--- config.mk ---
export PLATFORM = sky130hd
export DESIGN_NAME = line_refill_ctrl_flat
export DESIGN_NICKNAME = d
export VERILOG_FILES = /design/src/rtl/line_refill_ctrl_if.sv /design/src/rtl/line_refill_ctrl.sv /design/src/flat_wrapper.sv
export SDC_FILE = /design/constraint.sdc
export NUM_CORES = 1
export LEC_CHECK = 0
export CAP_MARGIN = 20
export CORE_UTILIZATION = 34
export CTS_CLUSTER_SIZE = 20
export DETAILED_ROUTE_END_ITERATION = 6
export GPL_TIMING_DRIVEN = 0
export PLACE_DENSITY_LB_ADDON = 0.12
export SKIP_LAST_GASP = 1
export SLEW_MARGIN = 20
export SYNTH_ARGS = -nofsm -noshare
export SYNTH_HDL_FRONTEND = slang
export SYNTH_SLANG_ARGS = --single-unit
export TNS_END_PERCENT = 10
--- constraint.sdc ---
create_clock -name clk_i -period 2.91 [get_ports clk_i]
set_clock_uncertainty 0.1 [all_clocks]
set_input_delay 0.291 -clock clk_i [delete_from_list [all_inputs] [get_ports clk_i]]
set_output_delay 0.291 -clock clk_i [all_outputs]
set_load 0.01 [all_outputs]
--- src/rtl/line_refill_ctrl_if.sv ---
// Single-beat system bus between the line refill controller (master) and memory (slave).
interface line_refill_ctrl_if;
    logic        bus_req;
    logic        bus_we;
    logic [31:0] bus_addr;
    logic [31:0] bus_wdata;
    logic        bus_ack;
    logic [31:0] bus_rdata;

    modport master (
        output bus_req, bus_we, bus_addr, bus_wdata,
        input  bus_ack, bus_rdata
    );

    modport slave (
        input  bus_req, bus_we, bus_addr, bus_wdata,
        output bus_ack, bus_rdata
    );
endinterface

--- src/rtl/line_refill_ctrl.sv ---
// Cache line refill controller: optional dirty-victim writeback, then a word-by-word refill.
// Define REFILL_CRITICAL_WORD_FIRST_EN to start the refill at the missing word and wrap.
module line_refill_ctrl #(
    parameter int unsigned SEL_WIDTH = 3,
    parameter int unsigned LINE_LSB  = 10
) (
    input  logic                            clk_i,
    input  logic                            rst_ni,
    input  logic                            line_miss_i,
    input  logic                            replace_dirty_i,
    input  logic [SEL_WIDTH-1:0]            entry_replace_sel_i,
    input  logic [31:0]                     miss_addr_i,
    input  logic [31:0]                     victim_pa_i,
    output logic [31:0]                     refill_pa_o,
    output logic                            line_refill_o,
    output logic                            writeback_complete_o,
    output logic                            busy_o,
    output logic [SEL_WIDTH+LINE_LSB-3:0]   cmem_addr_o,
    output logic                            cmem_we_o,
    output logic [31:0]                     cmem_wdata_o,
    input  logic [31:0]                     cmem_rdata_i,
    line_refill_ctrl_if.master              bus
);
    localparam int unsigned IDX_W = LINE_LSB - 2;

    typedef enum logic [2:0] {StIdle, StWbRd, StWbBus, StRfBus, StRfWr, StDone} state_e;

    state_e               state_q, state_d;
    logic [IDX_W-1:0]     idx_q, idx_d;
    logic [IDX_W-1:0]     cnt_q, cnt_d;
    logic [IDX_W-1:0]     start_q, start_d;
    logic [SEL_WIDTH-1:0] sel_q, sel_d;
    logic [31:LINE_LSB]   miss_q, miss_d;
    logic [31:LINE_LSB]   victim_q, victim_d;
    logic [31:0]          wdata_q, wdata_d;
    logic [31:0]          rdata_q, rdata_d;
    logic                 wb_first_q, wb_first_d;
    logic                 wbc_q, wbc_d;
    logic [IDX_W-1:0]     start_idx;
    logic                 unused_bits;

`ifdef REFILL_CRITICAL_WORD_FIRST_EN
    assign start_idx = miss_addr_i[LINE_LSB-1:2];
`else
    assign start_idx = '0;
`endif

    assign unused_bits = ^{miss_addr_i[LINE_LSB-1:0], victim_pa_i[LINE_LSB-1:0]};

    always_ff @(posedge clk_i or negedge rst_ni) begin
        if (!rst_ni) begin
            state_q    <= StIdle;
            idx_q      <= '0;
            cnt_q      <= '0;
            start_q    <= '0;
            sel_q      <= '0;
            miss_q     <= '0;
            victim_q   <= '0;
            wdata_q    <= '0;
            rdata_q    <= '0;
            wb_first_q <= 1'b0;
            wbc_q      <= 1'b0;
        end else begin
            state_q    <= state_d;
            idx_q      <= idx_d;
            cnt_q      <= cnt_d;
            start_q    <= start_d;
            sel_q      <= sel_d;
            miss_q     <= miss_d;
            victim_q   <= victim_d;
            wdata_q    <= wdata_d;
            rdata_q    <= rdata_d;
            wb_first_q <= wb_first_d;
            wbc_q      <= wbc_d;
        end
    end

    always_comb begin
        state_d       = state_q;
        idx_d         = idx_q;
        cnt_d         = cnt_q;
        start_d       = start_q;
        sel_d         = sel_q;
        miss_d        = miss_q;
        victim_d      = victim_q;
        wdata_d       = wdata_q;
        rdata_d       = rdata_q;
        wb_first_d    = 1'b0;
        wbc_d         = 1'b0;
        bus.bus_req   = 1'b0;
        bus.bus_we    = 1'b0;
        bus.bus_addr  = '0;
        cmem_we_o     = 1'b0;
        unique case (state_q)
            StIdle: begin
                if (line_miss_i) begin
                    miss_d   = miss_addr_i[31:LINE_LSB];
                    victim_d = victim_pa_i[31:LINE_LSB];
                    sel_d    = entry_replace_sel_i;
                    start_d  = start_idx;
                    cnt_d    = '0;
                    idx_d    = replace_dirty_i ? '0 : start_idx;
                    state_d  = replace_dirty_i ? StWbRd : StRfBus;
                end
            end
            StWbRd: begin
                wb_first_d = 1'b1;
                state_d    = StWbBus;
            end
            StWbBus: begin
                bus.bus_req  = 1'b1;
                bus.bus_we   = 1'b1;
                bus.bus_addr = {victim_q, idx_q, 2'b00};
                // RAM data arrives during the first bus cycle; hold it for the rest of the stall.
                if (wb_first_q) wdata_d = cmem_rdata_i;
                if (bus.bus_ack) begin
                    if (&idx_q) begin
                        wbc_d   = 1'b1;
                        idx_d   = start_q;
                        state_d = StRfBus;
                    end else begin
                        idx_d   = idx_q + 1'b1;
                        state_d = StWbRd;
                    end
                end
            end
            StRfBus: begin
                bus.bus_req  = 1'b1;
                bus.bus_addr = {miss_q, idx_q, 2'b00};
                if (bus.bus_ack) begin
                    rdata_d = bus.bus_rdata;
                    state_d = StRfWr;
                end
            end
            StRfWr: begin
                cmem_we_o = 1'b1;
                idx_d     = idx_q + 1'b1;
                cnt_d     = cnt_q + 1'b1;
                state_d   = (&cnt_q) ? StDone : StRfBus;
            end
            StDone: begin
                state_d = StIdle;
            end
            default: state_d = StIdle;
        endcase
    end

    assign bus.bus_wdata        = (state_q == StWbBus && wb_first_q) ? cmem_rdata_i : wdata_q;
    assign cmem_addr_o          = {sel_q, idx_q};
    assign cmem_wdata_o         = rdata_q;
    assign refill_pa_o          = {miss_q, {LINE_LSB{1'b0}}};
    assign line_refill_o        = (state_q == StDone);
    assign writeback_complete_o = wbc_q;
    assign busy_o               = (state_q != StIdle);
endmodule
--- src/flat_wrapper.sv ---
// flat-port wrapper written by rule: the top's interface ports become plain ports
module line_refill_ctrl_flat 
#(
    parameter int unsigned SEL_WIDTH = 3,
    parameter int unsigned LINE_LSB  = 10
)
  (clk_i, rst_ni, line_miss_i, replace_dirty_i, entry_replace_sel_i, miss_addr_i, victim_pa_i, refill_pa_o, line_refill_o, writeback_complete_o, busy_o, cmem_addr_o, cmem_we_o, cmem_wdata_o, cmem_rdata_i, bus_bus_req, bus_bus_we, bus_bus_addr, bus_bus_wdata, bus_bus_ack, bus_bus_rdata);
  line_refill_ctrl_if bus_i ();
  input  logic clk_i;
  input  logic rst_ni;
  input  logic line_miss_i;
  input  logic replace_dirty_i;
  input  logic [SEL_WIDTH-1:0] entry_replace_sel_i;
  input  logic [31:0] miss_addr_i;
  input  logic [31:0] victim_pa_i;
  output logic [31:0] refill_pa_o;
  output logic line_refill_o;
  output logic writeback_complete_o;
  output logic busy_o;
  output logic [SEL_WIDTH+LINE_LSB-3:0] cmem_addr_o;
  output logic cmem_we_o;
  output logic [31:0] cmem_wdata_o;
  input  logic [31:0] cmem_rdata_i;
  output wire logic [$bits(bus_i.bus_req)-1:0] bus_bus_req;
  output wire logic [$bits(bus_i.bus_we)-1:0] bus_bus_we;
  output wire logic [$bits(bus_i.bus_addr)-1:0] bus_bus_addr;
  output wire logic [$bits(bus_i.bus_wdata)-1:0] bus_bus_wdata;
  input wire logic [$bits(bus_i.bus_ack)-1:0] bus_bus_ack;
  input wire logic [$bits(bus_i.bus_rdata)-1:0] bus_bus_rdata;
  assign bus_bus_req = bus_i.bus_req;
  assign bus_bus_we = bus_i.bus_we;
  assign bus_bus_addr = bus_i.bus_addr;
  assign bus_bus_wdata = bus_i.bus_wdata;
  assign bus_i.bus_ack = bus_bus_ack;
  assign bus_i.bus_rdata = bus_bus_rdata;
  line_refill_ctrl #(.SEL_WIDTH(SEL_WIDTH), .LINE_LSB(LINE_LSB)) u_core (.clk_i(clk_i), .rst_ni(rst_ni), .line_miss_i(line_miss_i), .replace_dirty_i(replace_dirty_i), .entry_replace_sel_i(entry_replace_sel_i), .miss_addr_i(miss_addr_i), .victim_pa_i(victim_pa_i), .refill_pa_o(refill_pa_o), .line_refill_o(line_refill_o), .writeback_complete_o(writeback_complete_o), .busy_o(busy_o), .cmem_addr_o(cmem_addr_o), .cmem_we_o(cmem_we_o), .cmem_wdata_o(cmem_wdata_o), .cmem_rdata_i(cmem_rdata_i), .bus(bus_i));
endmodule
==> flow_metrics.tcl <==
set metrics [dict create \
    yosysSeqAreaShare 0.568 \
    grt.total_usage 0.186 \
    cts.path.max_buffers 2 \
    yosys-top-cells-area "dfrtp_1, mux2_2, mux2i_1" \
    vias 4398 \
    gr-total-overflow 0 \
    synth_warnings 0 \
    power_density_nw_per_um2 1090 \
    synthArstFlopShare 1.00 \
    die_area_um2 17600 \
    drv_slew 0 \
    period_share 0.986 \
    synthFlopType "dfrtp_1" \
    max_cap_viol_count 0 \
    path_clk_slew_ns 0.05 \
    worstSetupStartpointType "flip-flop" \
    hold_violations 0 \
    ys_seq_elements 132 \
    gp_congestion 0.789 \
    drt_iter0_drc 184 \
    via_per_inst 4.64 \
    rsz0062_at_grt "true" \
    synth.top_cell.area_share 0.568 \
    layout-drive-gt1-share 0.223 \
    cts.sinks 132 \
    nNetsFinal 855 \
    worstPathRequired_ns 2.52 \
    numCtsBuffers 17 \
    power_mw 10.1 \
    antenna_cells 0 \
    grt_pass1_wl_um 25100 \
    synth_cell_types 45 \
    routedWlPerCell_um 16.8 \
    finalSetupViolations 0 \
    fmax_ghz 0.348 \
    yosys-top-cells-count "dfrtp_1, mux2_2, nor2_1" \
    design_area_um2 9260 \
    drc 0 \
    synth-edff-count 0 \
    core_area_um2 16600 \
    start_util 0.349 \
    cp-end-kind "primary output" \
    clkLatencyLatePin_ns 0.41 \
    slew_headroom 0.643 \
    r2r_setup_slack_ns 0.90 \
    n_fill_cell 1365 \
    antenna_left 0 \
    drt-total-wl_um 15900 \
    ioPinCount 281 \
    die_w_um 133 \
    worst_pin_slew_ns 0.536 \
    critPathKind "flip-flop to primary output" \
    cts_tree "built" \
    p_leak_nw 3.97 \
    place_area_um2 8630 \
    cts_htree_levels 4 \
    area.growth.synth_to_final_pct 59.3 \
    cts_root_buffer "clkbuf_16" \
    avgSynthCellArea_um2 13.3 \
    synth_most_common_cell "dfrtp_1" \
    synthCells 437 \
    cp.arrival_ns 2.48 \
    dpl.hpwl_um 11800 \
    portBuffers 247 \
    placementRows 47 \
    firstDrtPassIters 4 \
    vdd_drop_max_mv 0.603 \
    grt_max_degree 82 \
    status "finished clean" \
    synth.largest_area_cell "dfrtp_1" \
    die_h_um 133 \
    worst_hold_path_type "primary input to flip-flop" \
    antenna_found_initial 0 \
    path_max_fanout 10 \
    grt_pass1_vias 4611 \
    min_period_ns 2.87 \
    syn-cell-area_um2 5810 \
]
[worst max-delay path, cell delays in order, from the launching register on]
cell and delay (ns):
dfrtp_1 0.35, buf_2 0.18, nor3b_4 0.20, and2_1 0.15, clkbuf_4 0.18, buf_6 0.16
mux2_2 0.35, clkdlybuf4s50_1 0.49
[per-stage QoR]
stage / cells / hold WS, ns / worst slack, ns / TNS (ns) / utilization
after floorplan: 448 / -0.105 / 0.879 / 0 / -
after global placement: 915 / 0.367 / -3.84 / -506.01 / 0.517
after detailed placement: 916 / 0.127 / 0.264 / 0 / 0.519
after CTS: 948 / 0.113 / -0.0407 / -0.680 / 0.555
after global routing: 948 / 0.149 / -0.106 / -2.83 / 0.556
final: 948 / 0.137 / 0.0405 / 0 / 0.556
[final cells by class]
type	instances	area, um^2	area share
Clock inverter	4	70.1	0.00757
Inverter	5	18.8	0.00203
Tap cell	220	275	0.0297
Multi-Input combinational cell	274	2260	0.244
Buffer	37	289	0.0312
Timing Repair Buffer	250	2530	0.273
Sequential cell	132	3300	0.357
Clock buffer	26	509	0.0550
[per-layer routing]
metal  vias up  routed length [um]  GRT usage
li1       2065                   -          -
met1      2142                6620      0.221
met2       181                7660      0.305
met3        10                1440     0.0789
met4         0                 172     0.0556
met5         -                   0          0
[state kept, by name, summed over array words and instances (netlist names)]
signal / count
u_core.miss_q: 22
u_core.victim_q: 22
u_core.cmem_wdata_o: 32
u_core.cnt_q: 8
u_core.state_q: 3
u_core.wb_first_q: 1
u_core.writeback_complete_o: 1
u_core.sel_q: 3
u_core.idx_q: 8
u_core.wdata_q: 32
[path summary, 6_finish.rpt]
check | startpoint | endpoint | cells past startpoint
max in group asynchronous | rst_ni | u_core.miss_q[24]$_DFFE_PN0P_ | 3
min reg2reg | u_core.wdata_q[7]$_DFFE_PN0N_ | u_core.wdata_q[7]$_DFFE_PN0N_ | 1
min | bus_bus_ack | u_core.writeback_complete_o$_DFF_PN0_ | 3
max reg2reg | u_core.state_q[1]$_DFFE_PN0P_ | u_core.victim_q[21]$_DFFE_PN0P_ | 6
max | u_core.state_q[2]$_DFFE_PN0P_ | bus_bus_wdata[21] | 7
min in group asynchronous | rst_ni | u_core.wdata_q[1]$_DFFE_PN0N_ | 2
[what timing repair did]
item	4_1_cts	5_1_grt
hold buffers	1	0
resized for setup	0	9
setup endpoints to repair	31	49
endpoints found under the hold margin	51	0
pin swaps	1	0
buffers inserted	1	0
[cell usage in the layout (no fill, tap or decap), drive strengths merged, types with 3 or more instances in the layout]
cell type / n
and3: 4
nand3: 3
dlymetal6s2s: 3
a21oi: 9
and2: 7
dfrtp: 132
clkbuf: 28
inv: 5
mux2: 111
conb: 12
nor2: 35
clkdlybuf4s50: 243
mux2i: 25
buf: 38
o21ai: 17
nand2: 14
nand4: 5
o22a: 3
nor3: 3
[logic make-up (layout without fill, tap and decap cells)]
family | Yosys count | after routing | share of synthesized area
mux | 136 | 136 | 0.258
flops | 132 | 132 | 0.568
simple gates | 82 | 82 | 0.0745
buf+inv | 42 | 322 | 0.0497
compound gates | 41 | 41 | 0.0431
fa+ha+maj | 2 | 2 | 0.00430
other cells | 1 | 12 | 0.000645
xor+xnor | 1 | 1 | 0.00151
[where the power goes]
part	leakage (nW)	internal [mW]	switching, mW	total (mW)
registers	1.61	2.68	0.422	3.11
logic	2.07	2.83	2.03	4.87
clock network	0.286	1.36	0.746	2.11
No activity file was read; power rests on OpenSTA's default activity.
